File: config.mk
export PLATFORM = sky130hd
export DESIGN_NAME = mips_step_controller_flat
export DESIGN_NICKNAME = d
export VERILOG_FILES = /design/src/rtl/mips_step_controller_pkg.sv /design/src/rtl/mips_step_controller_if.sv /design/src/rtl/mips_step_controller_timer.sv /design/src/rtl/mips_step_controller.sv /design/src/flat_wrapper.sv
export SDC_FILE = /design/constraint.sdc
export NUM_CORES = 1
export LEC_CHECK = 0
export ABC_AREA = 1
export BUFFER_PORTS_ARGS = -buffer_cell sky130_fd_sc_hd__buf_4
export CAP_MARGIN = 20
export CORE_MARGIN = 3
export CORE_UTILIZATION = 55
export CTS_CLUSTER_SIZE = 14
export DETAILED_ROUTE_END_ITERATION = 10
export GPL_TIMING_DRIVEN = 0
export MAX_ROUTING_LAYER = met4
export PLACE_DENSITY = 0.86
export SYNTH_ARGS = -nofsm -noshare
export SYNTH_HDL_FRONTEND = slang
export SYNTH_SLANG_ARGS = --single-unit
export TNS_END_PERCENT = 1
File: constraint.sdc
create_clock -name clk -period 4.72 [get_ports clk]
set_clock_uncertainty 0.15 [all_clocks]
set_input_delay 0.472 -clock clk [delete_from_list [all_inputs] [get_ports clk]]
set_output_delay 0.472 -clock clk [all_outputs]
set_load 0.05 [all_outputs]
File: src/rtl/mips_step_controller_pkg.sv
// Shared types and default constants for the MIPS instruction step controller.
// The state encoding is fixed so debug logic can decode it directly.
package mips_ctrl_pkg;

  typedef enum logic [1:0] {
    ST_IDLE      = 2'b00,
    ST_EXEC      = 2'b01,
    ST_WAIT_STEP = 2'b10,
    ST_HALTED    = 2'b11
  } state_e;

  localparam int PC_W             = 32;
  localparam int CYCLES_PER_INSTR = 30;
  localparam int CNT_W            = 8;
  localparam int MAX_INSTR        = 109;
  localparam int ICNT_W           = 32;

endpackage

File: src/rtl/mips_step_controller_if.sv
// Control/status bundle between bench or debug control (master) and the step controller (slave).
interface mips_step_controller_if #(
  parameter int PC_W = 32
);
  logic            start;
  logic [PC_W-1:0] start_pc;
  logic            step_mode;
  logic            step;
  logic            halt_req;
  logic            redirect_valid;
  logic [PC_W-1:0] redirect_pc;
  logic [PC_W-1:0] pc;
  logic            instr_valid;
  logic            retire;
  logic            busy;
  logic            halted;
  logic [31:0]     instr_count;

  modport master (
    output start, start_pc, step_mode, step, halt_req, redirect_valid, redirect_pc,
    input  pc, instr_valid, retire, busy, halted, instr_count
  );

  modport slave (
    input  start, start_pc, step_mode, step, halt_req, redirect_valid, redirect_pc,
    output pc, instr_valid, retire, busy, halted, instr_count
  );
endinterface

File: src/rtl/mips_step_controller_timer.sv
// Per-instruction cycle counter; 'last' flags the final hold cycle of the current PC.
module instr_cycle_timer #(
  parameter int CNT_W  = 8,
  parameter int CYCLES = 30
) (
  input  logic clk,
  input  logic rst_n,
  input  logic clr,
  input  logic en,
  output logic last
);
  logic [CNT_W-1:0] cnt_q, cnt_d;

  always_comb begin
    cnt_d = cnt_q;
    if (clr)     cnt_d = '0;
    else if (en) cnt_d = cnt_q + CNT_W'(1);
  end

  always_ff @(posedge clk) begin
    if (!rst_n) cnt_q <= '0;
    else        cnt_q <= cnt_d;
  end

  assign last = (cnt_q == CNT_W'(CYCLES - 1));
endmodule

File: src/rtl/mips_step_controller.sv
// Instruction sequencer: holds each PC for CYCLES_PER_INSTR clocks, then advances or redirects.
// Supports free-run, single-step, halt request and an auto-halt retirement limit.
module mips_step_controller
  import mips_ctrl_pkg::*;
#(
  parameter int PC_W             = mips_ctrl_pkg::PC_W,
  parameter int CYCLES_PER_INSTR = mips_ctrl_pkg::CYCLES_PER_INSTR,
  parameter int CNT_W            = mips_ctrl_pkg::CNT_W,
  parameter int MAX_INSTR        = mips_ctrl_pkg::MAX_INSTR
) (
  input  logic                   clk,
  input  logic                   rst_n,
  mips_step_controller_if.slave  bus
);
  state_e            state_q, state_d;
  logic [PC_W-1:0]   pc_q, pc_d;
  logic [ICNT_W-1:0] icnt_q, icnt_d;
  logic              halt_pend_q, halt_pend_d;
  logic              retire_q, retire_d;
  logic              instr_valid_q, busy_q, halted_q;
  logic              last;
  logic [ICNT_W-1:0] icnt_inc;
  logic              hit_max;

  // Counter is held at zero outside EXEC, so every EXEC entry starts at cycle 0.
  instr_cycle_timer #(
    .CNT_W  (CNT_W),
    .CYCLES (CYCLES_PER_INSTR)
  ) u_timer (
    .clk   (clk),
    .rst_n (rst_n),
    .clr   ((state_q != ST_EXEC) || last),
    .en    (state_q == ST_EXEC),
    .last  (last)
  );

  assign icnt_inc = icnt_q + ICNT_W'(1);
  assign hit_max  = (MAX_INSTR != 0) && (icnt_inc == ICNT_W'(MAX_INSTR));

  always_comb begin
    state_d     = state_q;
    pc_d        = pc_q;
    icnt_d      = icnt_q;
    halt_pend_d = halt_pend_q;
    retire_d    = 1'b0;
    case (state_q)
      ST_IDLE, ST_HALTED: begin
        halt_pend_d = 1'b0;
        if (bus.start) begin
          pc_d    = bus.start_pc;
          icnt_d  = '0;
          state_d = ST_EXEC;
        end
      end
      ST_EXEC: begin
        halt_pend_d = halt_pend_q | bus.halt_req;
        if (last) begin
          pc_d        = bus.redirect_valid ? bus.redirect_pc : pc_q + PC_W'(1);
          icnt_d      = icnt_inc;
          retire_d    = 1'b1;
          halt_pend_d = 1'b0;
          if (halt_pend_q || bus.halt_req || hit_max) state_d = ST_HALTED;
          else if (bus.step_mode)                     state_d = ST_WAIT_STEP;
          else                                        state_d = ST_EXEC;
        end
      end
      ST_WAIT_STEP: begin
        if (bus.halt_req)                        state_d = ST_HALTED;
        else if (bus.step || !bus.step_mode)     state_d = ST_EXEC;
      end
      default: state_d = ST_IDLE;
    endcase
  end

  always_ff @(posedge clk) begin
    if (!rst_n) begin
      state_q       <= ST_IDLE;
      pc_q          <= '0;
      icnt_q        <= '0;
      halt_pend_q   <= 1'b0;
      retire_q      <= 1'b0;
      instr_valid_q <= 1'b0;
      busy_q        <= 1'b0;
      halted_q      <= 1'b0;
    end else begin
      state_q       <= state_d;
      pc_q          <= pc_d;
      icnt_q        <= icnt_d;
      halt_pend_q   <= halt_pend_d;
      retire_q      <= retire_d;
      instr_valid_q <= (state_d == ST_EXEC);
      busy_q        <= (state_d == ST_EXEC) || (state_d == ST_WAIT_STEP);
      halted_q      <= (state_d == ST_HALTED);
    end
  end

  assign bus.pc          = pc_q;
  assign bus.instr_valid = instr_valid_q;
  assign bus.retire      = retire_q;
  assign bus.busy        = busy_q;
  assign bus.halted      = halted_q;
  assign bus.instr_count = icnt_q;
endmodule

File: src/flat_wrapper.sv
// flat-port wrapper written by rule: the top's interface ports become plain ports
module mips_step_controller_flat import mips_ctrl_pkg::*;
#(
  parameter int PC_W             = mips_ctrl_pkg::PC_W,
  parameter int CYCLES_PER_INSTR = mips_ctrl_pkg::CYCLES_PER_INSTR,
  parameter int CNT_W            = mips_ctrl_pkg::CNT_W,
  parameter int MAX_INSTR        = mips_ctrl_pkg::MAX_INSTR
)
  (clk, rst_n, bus_start, bus_start_pc, bus_step_mode, bus_step, bus_halt_req, bus_redirect_valid, bus_redirect_pc, bus_pc, bus_instr_valid, bus_retire, bus_busy, bus_halted, bus_instr_count);
  mips_step_controller_if #(.PC_W(PC_W)) bus_i ();
  input  logic clk;
  input  logic rst_n;
  input wire logic [$bits(bus_i.start)-1:0] bus_start;
  input wire logic [$bits(bus_i.start_pc)-1:0] bus_start_pc;
  input wire logic [$bits(bus_i.step_mode)-1:0] bus_step_mode;
  input wire logic [$bits(bus_i.step)-1:0] bus_step;
  input wire logic [$bits(bus_i.halt_req)-1:0] bus_halt_req;
  input wire logic [$bits(bus_i.redirect_valid)-1:0] bus_redirect_valid;
  input wire logic [$bits(bus_i.redirect_pc)-1:0] bus_redirect_pc;
  output wire logic [$bits(bus_i.pc)-1:0] bus_pc;
  output wire logic [$bits(bus_i.instr_valid)-1:0] bus_instr_valid;
  output wire logic [$bits(bus_i.retire)-1:0] bus_retire;
  output wire logic [$bits(bus_i.busy)-1:0] bus_busy;
  output wire logic [$bits(bus_i.halted)-1:0] bus_halted;
  output wire logic [$bits(bus_i.instr_count)-1:0] bus_instr_count;
  assign bus_i.start = bus_start;
  assign bus_i.start_pc = bus_start_pc;
  assign bus_i.step_mode = bus_step_mode;
  assign bus_i.step = bus_step;
  assign bus_i.halt_req = bus_halt_req;
  assign bus_i.redirect_valid = bus_redirect_valid;
  assign bus_i.redirect_pc = bus_redirect_pc;
  assign bus_pc = bus_i.pc;
  assign bus_instr_valid = bus_i.instr_valid;
  assign bus_retire = bus_i.retire;
  assign bus_busy = bus_i.busy;
  assign bus_halted = bus_i.halted;
  assign bus_instr_count = bus_i.instr_count;
  mips_step_controller #(.PC_W(PC_W), .CYCLES_PER_INSTR(CYCLES_PER_INSTR), .CNT_W(CNT_W), .MAX_INSTR(MAX_INSTR)) u_core (.clk(clk), .rst_n(rst_n), .bus(bus_i));
endmodule
# Word level (Yosys, flattened, before mapping)
# Cells that the tools add are included.
# word_totals
regBits	79
latchBits	0
ramBits	0
mem_bits_ro	0
output_inout_bits	68
mem_count	0
# classes
addsub	3
n_mul	0
div	0
n_lt_le_gt_ge	0
n_eq_ne	11
shift	0
mux	17
bitwise	2
n_reduce_logical	12
# ops
operator	n
32-bit 2-to-1 mux	5
32-bit one-hot mux with 2 select lines	2
32-bit by 1-bit adder with 32-bit output, second input constant	2
32-bit by 7-bit equality test with 1-bit output, second input constant	1
2-bit 2-to-1 mux	6
8-bit by 1-bit adder with 8-bit output, second input constant	1
2-bit equality test, second input constant	4
8-bit by 5-bit equality test with 1-bit output, second input constant	1
2-bit one-hot mux with 3 select lines	1
1-bit logical OR	5
2-bit by 1-bit equality test with 1-bit output, second input constant	2
2-bit by 1-bit != test with 1-bit output, second input constant	2
2-bit OR reduction	2
3-bit AND reduction	1
2-bit logical NOT	1
1-bit 2-to-1 mux	2
2-bit != test, second input constant	1
1-bit one-hot mux with 2 select lines	1
2-bit AND reduction	1
2-bit nonzero test	1
1-bit logical NOT	1
1-bit inverter	1
1-bit OR	1

# Depth between registers and ports, before layout
# Gate-level depths: netlist (run 1).
# depth
word_depth	8
depth_mapped	21
ltp_nobuf	21

# Cells and area by module
# A second synthesis (run 1) with hierarchy kept.
# unflattened
hier_cells	867
hier_area_um2	5262.5
# modules_own_cells
module	n_inst	cells_each	area_each_um2	seq_area_each_um2
mips_step_controller	1	814	4865.9	1421.4
instr_cycle_timer	1	53	396.6	160.2

# Worst setup path after synthesis (run 1)
# OpenSTA, ideal clock, no wires.
# synth_timing
kind	reg-to-reg
startpoint	register u_core.icnt_q[1] (netlist: u_core.bus.instr_count[1])
endpoint	register u_core.busy_q (netlist: u_core.bus.busy)
setup_time_ps	131
t_arrival_ps	2567
required_ps	4439
setup_slack_ps	1872
path_stages_with_launch	21
path_buffers	0
period_less_slack_ps	2848
cell_sequence	dfxtp_1 ha_1 nand3_1 nor2_2 nand2_1 inv_1 nand2_1 nand2_1 nand2_1 nor2_1 nand2_1 nor2_1 nand3_1 nand3_1 nand2_1 nand2_1 nand2_1 nand2_1 inv_1 ha_1 nor2_1
# synth_between
elab_chain_cells	8
word_cells_on_any_way	9
classes_between	add/sub: 1; eq/ne: 3; mux: 3; reduce/logical: 2
# synth_rtl
element	line	text
start: declaration	mips_step_controller.sv:17	logic [ICNT_W-1:0] icnt_q, icnt_d;
start signal: assignment	mips_step_controller.sv:88	icnt_q <= icnt_d;
32-bit by 1-bit adder with 32-bit output (*)	mips_step_controller.sv:37	assign icnt_inc = icnt_q + ICNT_W'(1);
32-bit by 7-bit equality test with 1-bit output (*)	mips_step_controller.sv:38	assign hit_max = (MAX_INSTR != 0) && (icnt_inc == ICNT_W'(MAX_INSTR));
1-bit logical OR (*)	mips_step_controller.sv:62	if (halt_pend_q || bus.halt_req || hit_max) state_d = ST_HALTED;
2-bit 2-to-1 mux (*)	mips_step_controller.sv:62	
2-bit 2-to-1 mux (*)	mips_step_controller.sv:57	if (last) begin
2-bit one-hot mux with 3 select lines (*)	mips_step_controller.sv:46	case (state_q)
named net u_core.state_d[1]	mips_step_controller.sv:15	state_e state_q, state_d;
2-bit by 1-bit equality test with 1-bit output / 2-bit equality test (equally long branches)	mips_step_controller.sv:92	busy_q <= (state_d == ST_EXEC) || (state_d == ST_WAIT_STEP);
1-bit logical OR (*)	mips_step_controller.sv:92	
end signal: assignment	mips_step_controller.sv:92	
end: declaration	mips_step_controller.sv:20	logic instr_valid_q, busy_q, halted_q;
# Mark *: on every way through the listed nets, which the timed path passes. The rest lies on a longest branch.
# A chain may end at the register's enable or synchronous reset.

# Worst setup path in the final report (run 1)
# Ends and elaborated chain as after synthesis.

==> qor.yml, run 1 <==
status: "complete, no violations"
hpwl_mm: 12.4
arrival_ns: 3.21
finalHoldViolCount: 0
syn-instance-count: 825
pwr_density_cell_nw_per_um2: 274
cts_tree: "done"
crit_path_end_kind: "flop"
core_area_um2: 9330
clk_pin_slew_worst_paths_ns: 0.09
fillers: 855
p_sw_uw: 659
worstHoldPathType: "in2reg"
sequentialPowerShare_pct: 41.5
fin_tns_setup_ns: 0
p_leak_uw: 0.00277
ant_nets: 0
worst_pin_slew_ns: 0.620
final_layout_size_suffix_gt1_share_pct: 21.8
yosys-top-cells-area: "dfxtp_1, nand2_1, a21oi_1, nor2_1, o21ai_0"
insertion_delay_ns: 0.36
hold_path_end: "u_core.bus.pc[11]$_SDFFE_PN0P_"
yosysSeqAreaShare_pct: 29.8
synth_area_um2: 5310
drv_slew: 0
maxCapViolCount: 0
cp.required_ns: 4.85
worstSetupPathType: "reg2reg"
max-slew-margin-rel_pct: 58.7
gr-total-overflow: 0
yosys_register_bits: 79
grt_max_degree: 15
grt_pass1_wl_mm: 25.8
postCtsSetupBuffers: 0
fin_crit_ns: 3.07
cp_max_fo: 6
nets: 1054
setup_viol: 0
fmaxAchievable_mhz: 325
route.detailed.drc: 0
ff2ff_setup_slack_ns: 1.65
path_cells: "ha_1 -> nand2_1 -> nor2_2 -> nand2_1 -> nor2_2 -> nand2_1 -> nand2_1 -> nand2_1 -> nor2_1 -> nand2_1 -> nor2_1 -> nand3_1 -> nand3_1 -> nand2_1 -> nand2_1 -> nand2_1 -> nand2_1 -> inv_1 -> ha_1 -> nor2_1"
routed_wl_mm: 15.8
synth_most_common_cell: "nand2_1"
grt_usage_pct: 29.5
async_flop_share_pct: 0
dr.pass1.iters: 5
cts-root-buf: "clkbuf_8"
synth_top_area_share_pct: 29.8
vias: 5919
port_buffers: 137
vias_per_cell: 5.35
reg2reg_from: "u_core.bus.instr_count[1]$_SDFFE_PN0P_"
ios: 139
rr_endpoint: "u_core.bus.busy$_SDFF_PN0_"
synth_area_per_cell_um2: 6.43
antenna_found_initial: 0
reg2reg_depth: 20
yosys-top-cells-count: "nand2_1, nor2_1, a21oi_1"
numCtsBuffers: 9
drt_iter0_drc: 400
max_stage_delay_ns: 0.44
crit_path_top_delay_cell: "dfxtp_1"
switching_share_pct: 35.8
cts_buffer_depth: 2
synth_ff_type: "dfxtp_1"
rsz0062_at_grt: "false"
htree_num_levels: 3
post_drt_wl_per_cell_um: 14.3
comb_power_share_pct: 27.6
ir_drop_uv: 172
cts.repair.resized: 0
grt_pass1_vias: 5415
crit_top_cell: "nand2_1"
final_cells: 1107
initial_core_util_pct: 56.9
synth_edf_count: 0
hold_buffers: 0
p_int_uw: 1180
synth_fp_nets: 906
syn_to_final_growth_pct: 26.6
rows: 35
yosysTopAreaCell: "dfxtp_1"
cts_sinks: 79
n_antenna_cell: 0
fp.dieH_um: 104
clkPwrFrac_pct: 30.8
yosysWarnings: 0
place_inst: 1091
fp.dieW_um: 104
dieArea_um2: 10900
min_delay_path_depth: 3
netlist-cell-type-count: 41
hp-start: "bus_redirect_pc[11]"
routabilityCongestion: 0.965
timing.final.crit_share_pct: 65.1
critPathLaunchType: "flop"
==> critical path: cells and delay by family, from the launching register on <==
kind	cells	cell delay [ns]
DFF	1	0.44
adders and majority gates	2	0.50
buffers and inverters	1	0.05
and+or+nand+nor	17	1.87
==> cells in the final DEF (no fill, tap or decap), types with 3 or more instances in the layout <==
master,Yosys,routed
ha_1,10,10
nand4_1,7,7
clkbuf_8,0,9
nand2_1,215,215
nand3_1,20,20
nor3_1,13,13
nor3_2,3,3
o211ai_1,12,12
o21ai_1,6,6
xnor2_1,12,12
nor2_4,4,4
a21oi_1,85,85
xor2_1,20,20
inv_2,3,3
inv_1,59,59
dfxtp_1,79,79
nand3b_1,15,15
clkbuf_1,27,28
o21bai_1,3,3
nor2_2,13,13
a221oi_1,8,8
buf_2,3,3
nand2_2,16,16
a21oi_2,10,10
buf_4,0,137
nor2_1,109,109
o21ai_0,52,52
==> area by class of cell <==
class	count	area (um^2)	share of cell area (%)
Tap cell	129	161	2.40
Clock inverter	6	92.6	1.38
Buffer	34	163	2.42
Timing Repair Buffer	137	1030	15.3
Clock buffer	10	128	1.90
Multi-Input combinational cell	649	3320	49.5
Sequential cell	79	1580	23.5
Inverter	63	241	3.59
==> worst max path at each step <==
stage,endpoint,from,cells after the start
6_report,u_core.bus.busy$_SDFF_PN0_,u_core.bus.instr_count[1]$_SDFFE_PN0P_,20
3_5_place_dp,u_core.bus.busy$_SDFF_PN0_,u_core.bus.instr_count[1]$_SDFFE_PN0P_,20
3_3_place_gp,u_core.bus.busy$_SDFF_PN0_,u_core.bus.instr_count[1]$_SDFFE_PN0P_,20
4_1_cts,u_core.bus.busy$_SDFF_PN0_,u_core.bus.instr_count[1]$_SDFFE_PN0P_,20
5_1_grt,u_core.bus.busy$_SDFF_PN0_,u_core.bus.instr_count[1]$_SDFFE_PN0P_,20
2_1_floorplan,u_core.bus.busy$_SDFF_PN0_,u_core.bus.instr_count[1]$_SDFFE_PN0P_,20
==> layer usage <==
layer / vias to the layer above / part of all wire, % / GRT usage [%]
li1: 3010 / - / -
met5: - / 0 / -
met2: 250 / 47 / 48.8
met3: 37 / 7.2 / 4.53
met1: 2622 / 43 / 36.5
met4: 0 / 2.5 / 10.8
==> power groups by stage <==
stage          clock network (uW)  logic, uW  registers, uW
4_1_cts                       572        506            761
2_1_floorplan                   0        202            896
3_5_place_dp                    0        505            776
3_3_place_gp                    0        499            776
5_1_grt                       595        546            769
6_report                      567        508            763
==> registers in the layout, summed over array words and instances, names as in the netlist <==
signal                  flops
u_core.u_timer.cnt_q        8
u_core.bus.instr_valid      1
u_core.state_q              2
u_core.bus.halted           1
u_core.bus.retire           1
u_core.bus.instr_count     32
u_core.bus.pc              32
u_core.halt_pend_q          1
u_core.bus.busy             1
==> per-stage QoR <==
step	cell area, um^2	utilization [%]	hold WS [ns]	worst slack [ns]	power, uW
floorplan	5310	-	0.283	1.87	1100
global placement	6500	69.7	0.302	1.75	1270
detailed placement	6500	69.7	0.315	1.72	1280
CTS	6720	72.0	0.218	1.68	1840
global route	6720	72.0	0.263	1.41	1910
finish	6720	72.0	0.228	1.65	1840
==> cell families after synthesis <==
kind of cell    count (synthesis)  synth area share, %
xor+xnor                       32                 5.28
simple gates                  426                 35.6
buf+inv                        97                 7.61
fa+ha+maj                      10                 2.36
compound gates                181                 19.3
flops                          79                 29.8
Note: power is estimated with default switching activity, not from simulation.
==> run 2, diff against run 1 <==
Settings changed: CORE_UTILIZATION 55 to 49, PLACE_DENSITY 0.86 to 0.81.
Clock period 4.72 ns to 2.7 ns, I/O delays scaled along.
==> run 2 against run 1 <==
Net effect:
- cell count up 1.4%
- core utilization fell by 5.1 points
- combinational power is 78% higher
- final area increased by 3.8%
- global-route usage down 2.5 points
- worst hold slack got worse by 0.17 ns
- power grew 74%
- register-to-register slack lost 1.6 ns
==> qor.yml, run 2 (synthesis results as in run 1) <==
status: "complete, no violations"
final_common_cell: "nand2_1"
fp.dieH_um: 110
drv_slew: 0
route.detailed.drc: 0
grt_pass1_wl_mm: 25.4
final_layout_size_suffix_gt1_share_pct: 27.5
dieArea_um2: 12100
finalHoldViolCount: 0
grt_pass1_vias: 5384
clkPwrFrac_pct: 30.1
grt_usage_pct: 27.0
comb_power_share_pct: 28.2
path_cells: "nand2_1 -> nor2_2 -> nand2_2 -> nor2_4 -> nand2_1 -> nand2_1 -> nand2_1 -> nor2_1 -> nand2_1 -> nor2_2 -> nand3_2 -> nand3_2 -> nand2_1 -> nand2_2 -> nand2_2 -> nand2_2 -> inv_2 -> ha_4 -> nor2_2"
path_depth: 19
dpl-instance-area_um2: 6510
min_delay_path_depth: 3
pwr_density_cell_nw_per_um2: 459
drt_iter0_drc: 427
stdcell_area_um2: 6980
rsz0062_at_grt: "true"
maxCapViolCount: 0
antenna_found_initial: 0
cp_max_fo: 6
vias_per_cell: 5.34
syn_to_final_growth_pct: 31.4
grt_max_degree: 13
crit_path_end_kind: "flop"
post_drt_wl_per_cell_um: 14.8
cp.required_ns: 2.77
worst_pin_slew_ns: 0.659
vias: 5992
insertion_delay_ns: 0.35
place_inst: 1098
fp.dieW_um: 110
reg2reg_depth: 19
routed_wl_mm: 16.6
ant_nets: 0
setup_viol: 0
hold_buffers: 0
worstSetupPathType: "reg2reg"
ios: 139
final_cells: 1122
max-slew-margin-rel_pct: 56.0
cts_tree: "done"
cts_sinks: 79
final_cell_mix: "nand2_1, buf_4, nor2_1"
timing.final.crit_share_pct: 96.7
sequentialPowerShare_pct: 41.7
initial_core_util_pct: 51.0
p_int_uw: 2050
gr-total-overflow: 0
p_leak_uw: 0.00288
htree_num_levels: 3
cts-root-buf: "clkbuf_8"
fin_crit_ns: 2.61
rows: 37
path_buf_inv: 1
fmaxAchievable_mhz: 383
n_antenna_cell: 0
switching_share_pct: 36.0
arrival_ns: 2.68
crit_path_top_delay_cell: "dfxtp_2"
power.total_uw: 3200
max_stage_delay_ns: 0.39
fillers: 933
dr.pass1.iters: 5
ir_drop_uv: 332
numCtsBuffers: 9
critical_path.top_delay_family: "simple AND/OR/NAND/NOR gates"
cts_buffer_depth: 2
p_sw_uw: 1150
routabilityCongestion: 0.957
core_area_um2: 10400
nets: 1062
critPathLaunchType: "flop"
worstHoldPathType: "in2reg"
hpwl_mm: 12.5
port_buffers: 137
crit_top_cell: "nand2_1"
clk_pin_slew_worst_paths_ns: 0.09
## run 2: cell types whose count changed in the layout (fill, tap and decap cells not counted), moves of 4 or more
cell / change
dfxtp_2: +17
buf_4: +7
nor2_4: +7
nand2_2: +8
dfxtp_1: -20
nor2_1: -10
nand3_1: -4
nand2_1: -10
## run 2: worst register-to-register path, cell delays in order, from the launching register on
cell,delay (ns)
dfxtp_2,0.39
nand2_1,0.15
nor2_2,0.19
nand2_2,0.13
nor2_4,0.18
nand2_1,0.07
nand2_1,0.06
nand2_1,0.07
nor2_1,0.13
nand2_1,0.07
nor2_2,0.12
nand3_2,0.13
nand3_2,0.08
nand2_1,0.05
nand2_2,0.06
nand2_2,0.06
nand2_2,0.08
inv_2,0.05
ha_4,0.25
nor2_2,0.03
## run 2: metrics by stage
stage	worst slack, ns	TNS (ns)	utilization, %	hold WS (ns)
after global routing	-0.0835	-0.205	67.0	0.0543
after detailed placement	-0.171	-0.322	62.5	0.336
final	0.0884	0	67.0	0.0586
after global placement	-0.170	-0.302	62.5	0.303
after floorplan	0.00975	0	-	0.283
after CTS	0.0170	0	65.4	0.0552
## run 2: timing repair
action	CTS	global route
setup buffers	4	4
pin swaps	6	26
setup endpoints to repair	3	6
resized for setup	18	47
## run 2: layout make-up
class	instances	area, um^2	share of cell area [%]
plain buffers	34	163	2.33
multi-input cells	649	3490	50.0
flip-flops and latches	79	1610	23.1
repair buffers	145	1090	15.7
clock inverters	2	37.5	0.538
clock buffers	14	173	2.47
inverters	63	241	3.46
well taps	136	170	2.44
## run 2: routing by layer
layer  global-route usage [%]  part of all wire (%)  vias to the layer above
met5                        -                     0                        -
met4                     7.12                   1.9                        0
met3                     3.32                   8.0                       28
met2                     46.1                    47                      232
met1                     33.9                    43                     2708
li1                         -                     -                     3024
## run 2: final timing paths
check,start,slack (ns),end
max,u_core.bus.instr_count[3]$_SDFFE_PN0P_,0.09,u_core.bus.busy$_SDFF_PN0_
min,bus_start_pc[10],0.06,u_core.bus.pc[10]$_SDFFE_PN0P_
max reg2reg,u_core.bus.instr_count[3]$_SDFFE_PN0P_,0.09,u_core.bus.busy$_SDFF_PN0_
min reg2reg,u_core.bus.instr_count[16]$_SDFFE_PN0P_,0.35,u_core.bus.instr_count[16]$_SDFFE_PN0P_
## run 2: power by group through the flow
stage	clock network [uW]	logic (uW)	registers (uW)
after floorplan	0	353	1570
after global placement	0	881	1360
after detailed placement	0	887	1360
after CTS	967	890	1330
after global routing	1020	975	1340
final	964	903	1330
==> run 3, diff against run 2 <==
Settings changed: SYNTH_HIERARCHICAL set to 1.
==> run 3 against run 2 <==
Net effect:
- synthesized cell count grew 5.1%
- first-iteration DRC count is 40% higher
- largest power group is now combinational cells
- power rose by 97%
- maximum frequency fell by 1.5%
- sequential power up 35%
- clock power up 13%
==> qor.yml, run 3 <==
critPathLaunchType: "flop"
met2_usage_pct: 44.9
synth_top_area_share_pct: 30.1
yosys_register_bits: 79
final_cell_mix: "nand2_1, buf_4, nor2_1"
max-slew-margin-rel_pct: 59.9
ant_nets: 0
maxCapViolCount: 0
yosysWarnings: 6
insertion_delay_ns: 0.35
yosys-top-cells-count: "nand2_1, nor2_1, a21oi_1"
synth_area_per_cell_um2: 6.07
grt_pass1_vias: 5561
post_drt_wl_per_cell_um: 15.3
synthAdderAreaFrac_pct: 2.14
yosys.area_share.simple_pct: 38.2
drv_slew: 0
port_buffers: 137
initial_core_util_pct: 50.7
syn_to_final_growth_pct: 31.7
muxShareOfSynthArea_pct: 0
synth_top_family_by_area: "simple AND/OR/NAND/NOR gates"
whs_ns: 0.0616
cp.required_ns: 2.77
cts-root-buf: "clkbuf_8"
post-place-ws_ns: -0.322
synth_edf_count: 0
rows: 37
grt_usage_pct: 29.9
ir_drop_uv: 581
yosysSeqAreaShare_pct: 30.1
worstHoldPathType: "in2reg"
antenna_found_initial: 0
place_inst: 1140
n_antenna_cell: 0
fmaxAchievable_mhz: 377
drt_iter0_drc: 598
met3_usage_pct: 3.58
dpl-instance-area_um2: 6460
final_layout_size_suffix_gt1_share_pct: 22.1
cts_buffer_depth: 2
final_common_cell: "nand2_1"
yosys-top-cells-area: "dfxtp_1, nand2_1, a21oi_1, nor2_1, o21ai_0"
fp.dieH_um: 110
cts_sinks: 79
power.total_uw: 6300
async_flop_share_pct: 0
grt_pass1_wl_mm: 27.3
synth_xor_area_share_pct: 2.50
setup_slack_ns: 0.0487
vias_per_cell: 5.47
routed_wl_mm: 17.7
synth_ff_type: "dfxtp_1"
nets: 1097
vias: 6333
finalHoldViolCount: 0
grtUsageMet1_pct: 41.4
fp.dieW_um: 110
busiest_layer: "met2"
grt_max_degree: 13
ios: 139
rsz0062_at_grt: "true"
dieArea_um2: 12000
gr-total-overflow: 0
htree_num_levels: 3
final_cells: 1157
synth_compound_area_share_pct: 19.4
pwr_density_cell_nw_per_um2: 909
cts_tree: "done"
timing.final.crit_share_pct: 98.2
clk_pin_slew_worst_paths_ns: 0.08
crit_path_end_kind: "flop"
synth_area_um2: 5260
yosysTopAreaCell: "dfxtp_1"
numCtsBuffers: 9
synth_most_common_cell: "nand2_1"
core_area_um2: 10400
routabilityCongestion: 0.985
cp_max_fo: 6
dr.pass1.iters: 6
fin_crit_ns: 2.65
setup_viol: 0
syn-instance-count: 867
worst_pin_slew_ns: 0.601
hpwl_mm: 13.2
synth_fp_nets: 947
stdcell_area_um2: 6930
route.detailed.drc: 0
arrival_ns: 2.72
p_leak_uw: 0.00287
worstSetupPathType: "reg2reg"
status: "complete, no violations"
netlist-cell-type-count: 31
[run 3: cell count changes after synthesis, moves of 7 or more]
cell     previous run  this run
nand2_1           215       257
nand3_1            20        37
nor2_2             13         6
xnor2_1            12         5
inv_1              59        71
a21oi_1            85       104
nand2_2            16         6
xor2_1             20        10
a21oi_2            10         0
nor2_1            109       116
[run 3: repair_timing]
item                                    4_1_cts  5_1_grt
hold endpoints to repair                      0        0
setup buffers                                 0        2
pin swaps                                     0       12
endpoints found under the setup margin       66       69
hold buffers                                  0        0
resized for setup                             9       60
[run 3: layer usage]
layer	vias up	routed length (um)
li1	3146	-
met1	2809	7810
met2	321	7830
met3	57	1510
met4	0	590
met5	-	0
[run 3: power breakdown]
group	switching, uW	internal [uW]
Sequential	347	1450
Combinational	2380	1040
Clock	429	661
[run 3: layout make-up]
type                       instances  area (um^2)
clock buffer                      12          155
tap                              136          170
multi-input combinational        682         3450
fill                             943         3440
buffer                            33          145
clock inverter                     3         90.1
timing repair buffer             139         1040
sequential                        79         1600
inverter                          73          278
[run 3: final timing paths]
kind / from / endpoint / slack, ns / cells after the start
max: u_core/bus.instr_count[1]$_SDFFE_PN0P_ / u_core/bus.busy$_SDFF_PN0_ / 0.05 / 16
min: bus_start_pc[23] / u_core/bus.pc[23]$_SDFFE_PN0P_ / 0.06 / 3
max reg2reg: u_core/bus.instr_count[1]$_SDFFE_PN0P_ / u_core/bus.busy$_SDFF_PN0_ / 0.05 / 16
min reg2reg: u_core/bus.instr_count[7]$_SDFFE_PN0P_ / u_core/bus.instr_count[7]$_SDFFE_PN0P_ / 0.35 / 2
[run 3: logic make-up (layout without fill, tap and decap cells)]
group           Yosys count  in the layout
simple gates            470            470
compound gates          188            188
buf+inv                 106            260
flops                    79             79
xor+xnor                 15             15
fa+ha+maj                 9              9
[run 3: per-stage QoR]
stage	TNS, ns	utilization [%]
floorplan	0	-
global placement	-6.78	62.3
detailed placement	-9.15	62.3
CTS	-0.0451	65.0
global route	-0.290	66.8
finish	0	66.8
[run 3: worst max-delay path: stages (launching register included)]
cell	delay, ns
dfxtp_4	0.39
ha_4	0.17
nand2_4	0.05
nor2_4	0.22
nand2_4	0.12
o21ai_2	0.17
nand2_2	0.08
nor2_2	0.09
nand2_2	0.08
nor3_4	0.26
nand3_2	0.15
nand3_2	0.09
nand2_2	0.05
nand3_2	0.08
nand2_4	0.07
ha_4	0.27
nor2_1	0.03
